===== config.mk =====
export PLATFORM = sky130hd
export DESIGN_NAME = router_mp_core_flat
export DESIGN_NICKNAME = d
export VERILOG_FILES = /design/src/rtl/router_mp_if.sv /design/src/rtl/router_mp_core.sv /design/src/flat_wrapper.sv
export SDC_FILE = /design/constraint.sdc
export NUM_CORES = 1
export LEC_CHECK = 0
export ABC_AREA = 1
export CORE_ASPECT_RATIO = 0.9
export CORE_MARGIN = 4
export CORE_UTILIZATION = 35
export DETAILED_ROUTE_END_ITERATION = 16
export PLACE_DENSITY = 0.55
export RECOVER_POWER = 100
export SLEW_MARGIN = 10
export SYNTH_ARGS = -nofsm -noshare
export SYNTH_HDL_FRONTEND = slang
export SYNTH_SLANG_ARGS = --single-unit
export TNS_END_PERCENT = 30

===== constraint.sdc =====
create_clock -name clk -period 3.8 [get_ports clk]
set_input_delay 0.57 -clock clk [delete_from_list [all_inputs] [get_ports clk]]
set_output_delay 0.57 -clock clk [all_outputs]
set_load 0.01 [all_outputs]

===== src/rtl/router_mp_if.sv =====
// Packet router bus: byte-stream input, per-port outputs and status.
interface router_mp_if #(
  parameter int DW        = 8,
  parameter int NUM_PORTS = 4
);
  logic [DW-1:0]           dut_inp;
  logic                    inp_valid;
  logic [NUM_PORTS*DW-1:0] dut_outp;
  logic [NUM_PORTS-1:0]    outp_valid;
  logic                    busy;
  logic [3:0]              error;
  logic [15:0]             drop_count;

  modport master (
    output dut_inp, inp_valid,
    input  dut_outp, outp_valid, busy, error, drop_count
  );

  modport slave (
    input  dut_inp, inp_valid,
    output dut_outp, outp_valid, busy, error, drop_count
  );
endinterface


===== src/rtl/router_mp_core.sv =====
// Store-and-forward packet router: buffers one whole packet, validates
// size, length field, destination and XOR checksum, then replays it on the
// selected output port. Rejected packets are reported on error and counted.
module router_mp_core #(
  parameter int DW        = 8,
  parameter int NUM_PORTS = 4,
  parameter int MIN_PKT   = 4,
  parameter int MAX_PKT   = 64
) (
  input  logic       clk,
  input  logic       reset,
  router_mp_if.slave bus
);
  localparam int AW = $clog2(MAX_PKT);
  localparam int CW = $clog2(MAX_PKT + 1);

  typedef enum logic [1:0] {S_IDLE, S_RECV, S_CHECK, S_SEND} state_t;

  state_t                  state, state_nxt;
  logic [DW-1:0]           pkt_buf [MAX_PKT];
  logic [CW-1:0]           cnt;
  logic                    ovf;
  logic [DW-1:0]           crc;
  logic [AW-1:0]           rd_ptr;
  logic                    viol;
  logic [3:0]              error_q;
  logic [15:0]             drop_q;

  logic                    busy_w;
  logic                    accept_w;
  logic                    viol_w;
  logic                    last_w;
  logic [3:0]              chk_code;
  logic [NUM_PORTS*DW-1:0] outp_w;
  logic [NUM_PORTS-1:0]    valid_w;

  assign busy_w = (state == S_CHECK) || (state == S_SEND);
  // A word is taken only while idle/receiving and not inside an ignored burst.
  assign accept_w = bus.inp_valid && !busy_w && !viol;
  assign viol_w   = bus.inp_valid && busy_w;
  // cnt equals the verified length once SEND is reached.
  assign last_w   = (CW'(rd_ptr) == (cnt - CW'(1)));

  // Packet validation, first failing check in priority order wins.
  always_comb begin
    chk_code = 4'd0;
    if (ovf)
      chk_code = 4'd4;
    else if (cnt < CW'(MIN_PKT))
      chk_code = 4'd3;
    else if (DW'(cnt) != pkt_buf[1])
      chk_code = 4'd5;
    else if (pkt_buf[0] >= DW'(NUM_PORTS))
      chk_code = 4'd6;
    else if (crc != '0)
      chk_code = 4'd2;
  end

  // Next-state logic.
  always_comb begin
    state_nxt = state;
    case (state)
      S_IDLE:  if (accept_w) state_nxt = S_RECV;
      S_RECV:  if (!bus.inp_valid) state_nxt = S_CHECK;
      S_CHECK: state_nxt = (chk_code == 4'd0) ? S_SEND : S_IDLE;
      S_SEND:  if (last_w) state_nxt = S_IDLE;
      default: state_nxt = S_IDLE;
    endcase
  end

  // Control state: FSM, word count, running checksum, status and violation tracking.
  always_ff @(posedge clk) begin
    if (reset) begin
      state   <= S_IDLE;
      cnt     <= '0;
      ovf     <= 1'b0;
      crc     <= '0;
      rd_ptr  <= '0;
      viol    <= 1'b0;
      error_q <= 4'd0;
      drop_q  <= 16'd0;
    end else begin
      state <= state_nxt;
      case (state)
        S_IDLE: begin
          if (accept_w) begin
            cnt <= CW'(1);
            ovf <= 1'b0;
            crc <= bus.dut_inp;
          end
        end
        S_RECV: begin
          if (accept_w) begin
            if (cnt < CW'(MAX_PKT)) begin
              cnt <= cnt + CW'(1);
              crc <= crc ^ bus.dut_inp;
            end else begin
              ovf <= 1'b1;
            end
          end
        end
        S_CHECK: begin
          error_q <= chk_code;
          rd_ptr  <= '0;
          if ((chk_code != 4'd0) && (drop_q != 16'hFFFF))
            drop_q <= drop_q + 16'd1;
        end
        S_SEND: begin
          rd_ptr <= last_w ? '0 : rd_ptr + AW'(1);
        end
        default: ;
      endcase
      // A burst that collides with a busy router is ignored to its end,
      // and only released once the line is quiet and the router idle.
      if (viol_w) begin
        viol    <= 1'b1;
        error_q <= 4'd1;
      end else if (!bus.inp_valid && !busy_w) begin
        viol <= 1'b0;
      end
    end
  end

  // Packet storage; data only, no reset needed.
  always_ff @(posedge clk) begin
    if (accept_w) begin
      if (state == S_IDLE)
        pkt_buf[0] <= bus.dut_inp;
      else if ((state == S_RECV) && (cnt < CW'(MAX_PKT)))
        pkt_buf[cnt[AW-1:0]] <= bus.dut_inp;
    end
  end

  // Output steering: only the destination port carries data during SEND.
  always_comb begin
    outp_w  = '0;
    valid_w = '0;
    if (state == S_SEND) begin
      for (int p = 0; p < NUM_PORTS; p++) begin
        if (pkt_buf[0] == DW'(p)) begin
          valid_w[p]          = 1'b1;
          outp_w[p*DW +: DW]  = pkt_buf[rd_ptr];
        end
      end
    end
  end

  assign bus.dut_outp   = outp_w;
  assign bus.outp_valid = valid_w;
  assign bus.busy       = busy_w;
  assign bus.error      = error_q;
  assign bus.drop_count = drop_q;
endmodule

===== src/flat_wrapper.sv =====
// flat-port wrapper written by rule: the top's interface ports become plain ports
module router_mp_core_flat 
#(
  parameter int DW        = 8,
  parameter int NUM_PORTS = 4,
  parameter int MIN_PKT   = 4,
  parameter int MAX_PKT   = 64
)
  (clk, reset, bus_dut_inp, bus_inp_valid, bus_dut_outp, bus_outp_valid, bus_busy, bus_error, bus_drop_count);
  router_mp_if #(.DW(DW), .NUM_PORTS(NUM_PORTS)) bus_i ();
  input  logic clk;
  input  logic reset;
  input wire logic [$bits(bus_i.dut_inp)-1:0] bus_dut_inp;
  input wire logic [$bits(bus_i.inp_valid)-1:0] bus_inp_valid;
  output wire logic [$bits(bus_i.dut_outp)-1:0] bus_dut_outp;
  output wire logic [$bits(bus_i.outp_valid)-1:0] bus_outp_valid;
  output wire logic [$bits(bus_i.busy)-1:0] bus_busy;
  output wire logic [$bits(bus_i.error)-1:0] bus_error;
  output wire logic [$bits(bus_i.drop_count)-1:0] bus_drop_count;
  assign bus_i.dut_inp = bus_dut_inp;
  assign bus_i.inp_valid = bus_inp_valid;
  assign bus_dut_outp = bus_i.dut_outp;
  assign bus_outp_valid = bus_i.outp_valid;
  assign bus_busy = bus_i.busy;
  assign bus_error = bus_i.error;
  assign bus_drop_count = bus_i.drop_count;
  router_mp_core #(.DW(DW), .NUM_PORTS(NUM_PORTS), .MIN_PKT(MIN_PKT), .MAX_PKT(MAX_PKT)) u_core (.clk(clk), .reset(reset), .bus(bus_i));
endmodule

==> results.cfg <==
[setup_path]
crit_family = buffers and inverters
endpoint_arrival_time_on_the_critical_path_ns = 3.16
critPathSlowestCell = sky130_fd_sc_hd__clkdlybuf4s50_1
slowest_delay_ns = 0.56
worstSetupEndpointType = output pin
critical_path.startpoint_type = register
critPathBufInv = 3
critical_path_peak_fanout = 53
worst-endpoint-required_ns = 3.23
timing_worst_setup_path_type = reg2out
crit_chain = buf_12 > buf_12 > o21ai_0 > nand3_1 > nand2_1 > a21oi_1 > o21ai_2 > nand3_2 > a21oi_1 > clkdlybuf4s50_1

[timing]
worst_clock_skew_ns = 0.0173
grt_setup_unrepaired = true
finalSetupViolCount = 0
final-hold-violation-count = 0
max-slew-margin-rel = -0.771
layout_worst_path_cycle_share = 0.982
timing_worst_slew_pin_value_ns = 2.66
maxClockFrequency_mhz = 268
worst_slack_ns = 0.0700
final_period_minus_worst_setup_slack_ns = 3.73
finalMaxSlewViolations = 451

[pwr]
power_switching_mw = 2.89
max-vdd-ir-drop_mv = 0.324
pwr-share-seq = 0.511
p_clk_frac = 0.446
leakagePower_nw = 9.83
swShare = 0.217
comb_power_share = 0.043
power_density_nw_per_um2 = 473
total_power_mw = 13.3
cell_internal_pwr_mw = 10.4

[yosys]
synthesis_stage_register_bit_count = 562
synthesis.area_per_instance_um2 = 11.0
netlist_instances = 2151
count_of_unique_library_cells_instantiated_by_yosys = 44
synth-edff-count = 512
ys_warn_count = 0
postSynthNetCount = 2168
ys_dominant_reg_cell = sky130_fd_sc_hd__edfxtp_1
sequential_share_of_the_synthesized_area = 0.689
asyncSetResetFlopFracSynth = 0
mappedNetlistArea_um2 = 23800

[cts]
cts_inserted_buffers = 59
clk_transition_reported_paths_ns = 0.06
clock_latency_ns = 0.62
cts_tree = done
cts_hold_buf = 0
depth_of_the_cts_h_tree = 2
cts_sinks = 562
clock_tree.buffer_depth = 3
cts.root.buffer_cell = sky130_fd_sc_hd__clkbuf_16

[detailed_routing]
route.final.wire_length_um = 69000
via_count = 17000
drt_iter0_drc = 1814
iteration_count_of_the_initial_detailed_routing_pass = 5
wl_per_instance_um = 21.6
viasPerCell = 5.30
drc = 0
drtAntennaViolNets = 0

[global_routing]
groute.usage.overall = 0.186
via_count_of_the_first_global_routing_pass = 16200
gr-total-overflow = 0
first_pass_grt_wire_length_um = 101000
antenna_violations_before_repair = 0
grt_start_max_net_pins = 66

[placed_design]
io_buffers = 66
hpwlAfterDp_um = 40700
postPlaceCellArea_um2 = 25800
dp_worst_setup_slack_ns = 0.449
place_congestion = 0.820

[floorplanning]
die_height_um = 255
initial_utilization = 0.354
number_of_top_level_design_ports = 68
num_rows = 90
chipWidth_um = 283
core_area_um2 = 67100
die-area_um2 = 72100

[run_status]
failing_checks = max-capacitance violations, max-slew violations
result_of_the_run = finished, violations left

[final_layout]
mostFrequentLayoutCells = sky130_fd_sc_hd__edfxtp_1, sky130_fd_sc_hd__nand2_1, sky130_fd_sc_hd__nor2_1
final_common_cell = sky130_fd_sc_hd__edfxtp_1
syn_to_final_growth_pct = 18.5
finish.net_count = 2291
layout.cell_area.non_filler_um2 = 28200
layout-drive-gt1-share = 0.103
fillerInstances = 6348
layout.core_utilization = 0.420

[flow_run]
maxCapViolCount = 12

[hold_path]
hp-class = reg2reg
## synthesized netlist by cell type (17+ instances only)
library cell	number	area, um^2
sky130_fd_sc_hd__edfxtp_1	512	15400
sky130_fd_sc_hd__nand2_1	396	1490
sky130_fd_sc_hd__nor2_1	311	1170
sky130_fd_sc_hd__o21ai_0	162	811
sky130_fd_sc_hd__nand3_1	123	616
sky130_fd_sc_hd__o22ai_1	105	657
sky130_fd_sc_hd__a21oi_1	89	445
sky130_fd_sc_hd__o21ai_1	88	440
sky130_fd_sc_hd__inv_1	62	233
sky130_fd_sc_hd__buf_2	56	280
sky130_fd_sc_hd__dfxtp_1	50	1000
sky130_fd_sc_hd__clkbuf_1	45	169
sky130_fd_sc_hd__xor2_1	17	149
## worst paths after layout
| kind | from | cells past startpoint | end | slack (ns) |
|---|---|---|---|---|
| worst min-delay path | u_core.crc[2]$_SDFFE_PP0P_ | 2 | u_core.crc[2]$_SDFFE_PP0P_ | 0.48 |
| worst min register to register | u_core.crc[2]$_SDFFE_PP0P_ | 2 | u_core.crc[2]$_SDFFE_PP0P_ | 0.48 |
| worst max register to register | u_core.state[1]$_SDFFE_PP0P_ | 10 | u_core.pkt_buf[32][6]$_DFFE_PP_ | 0.26 |
| worst max-delay path | register | 10 | bus_dut_outp[9] | 0.07 |
## timing repair
| item | 4_1_cts | 5_1_grt |
|---|---|---|
| resized for setup | 27 | 44 |
| hold endpoints to repair | 0 | 0 |
| setup buffers | 4 | 4 |
| pin swaps | 0 | 2 |
| cloned | 4 | 5 |
| setup endpoints to repair | 32 | 32 |
## sequential cells by signal (all words and copies together), names as in the netlist, named ones only
| register | flops |
|---|---|
| u_core.bus.error | 3 |
| u_core.state | 2 |
| u_core.viol | 1 |
| u_core.bus.drop_count | 16 |
| u_core.cnt | 7 |
| u_core.ovf | 1 |
| u_core.rd_ptr | 6 |
| u_core.pkt_buf | 512 |
| u_core.crc | 8 |
## area by class of cell
class	count	area (um^2)	area share
clock buffers	72	1570	0.0556
inverters	79	328	0.0116
diodes	1	2.50	0.0000889
repair buffers	188	1730	0.0616
clock inverters	39	432	0.0153
well taps	874	1090	0.0388
flip-flops and latches	562	16400	0.582
multi-input cells	1384	6620	0.235
## metal layers
metal  vias to the layer above  track usage  wire, um
li1                       7889            -         -
met1                      8367        0.261     30100
met2                       610        0.295     31900
met3                        92       0.0379      5310
met4                         0       0.0507      1650
met5                         -            0         0
## worst register-to-register path, cell delays in order, from the launching register on
cell                       delay [ns]
sky130_fd_sc_hd__dfxtp_1         0.37
sky130_fd_sc_hd__inv_1           0.32
sky130_fd_sc_hd__ha_1            0.21
sky130_fd_sc_hd__inv_1           0.04
sky130_fd_sc_hd__nor2_1          0.23
sky130_fd_sc_hd__clkinv_1        0.14
sky130_fd_sc_hd__nor2_1          0.17
sky130_fd_sc_hd__clkbuf_1        0.50
sky130_fd_sc_hd__nand4_1         0.55
sky130_fd_sc_hd__nor2_1          0.30
sky130_fd_sc_hd__clkbuf_2        0.36
## logic make-up after synthesis
logic type	count (synthesis)	synth area share
and+or+nand+nor	886	0.153
DFF	562	0.689
AOI/OAI and AO/OA	463	0.106
buffers and inverters	205	0.0388
xor gates and xnor gates	28	0.0103
adders and majority gates	6	0.00316
other	1	0.000158
## power by group through the flow
stage,clock network (mW),registers [mW],logic [mW]
global route,6.34,6.81,0.632
CTS,6.06,6.80,0.555
global placement,0,6.93,0.528
detailed placement,0,6.93,0.539
finish,5.93,6.81,0.572
floorplan,0,6.92,0.299
## through the flow
step | TNS [ns] | std cells | hold slack [ns]
6_report | 0 | 3199 | 0.475
5_1_grt | -1.14 | 3198 | 0.499
4_1_cts | -0.0462 | 3189 | 0.478
3_5_place_dp | 0 | 3070 | 0.464
3_3_place_gp | 0 | 3070 | 0.454
2_1_floorplan | 0 | 2151 | 0.442
Power figures use the tool's default switching activity.
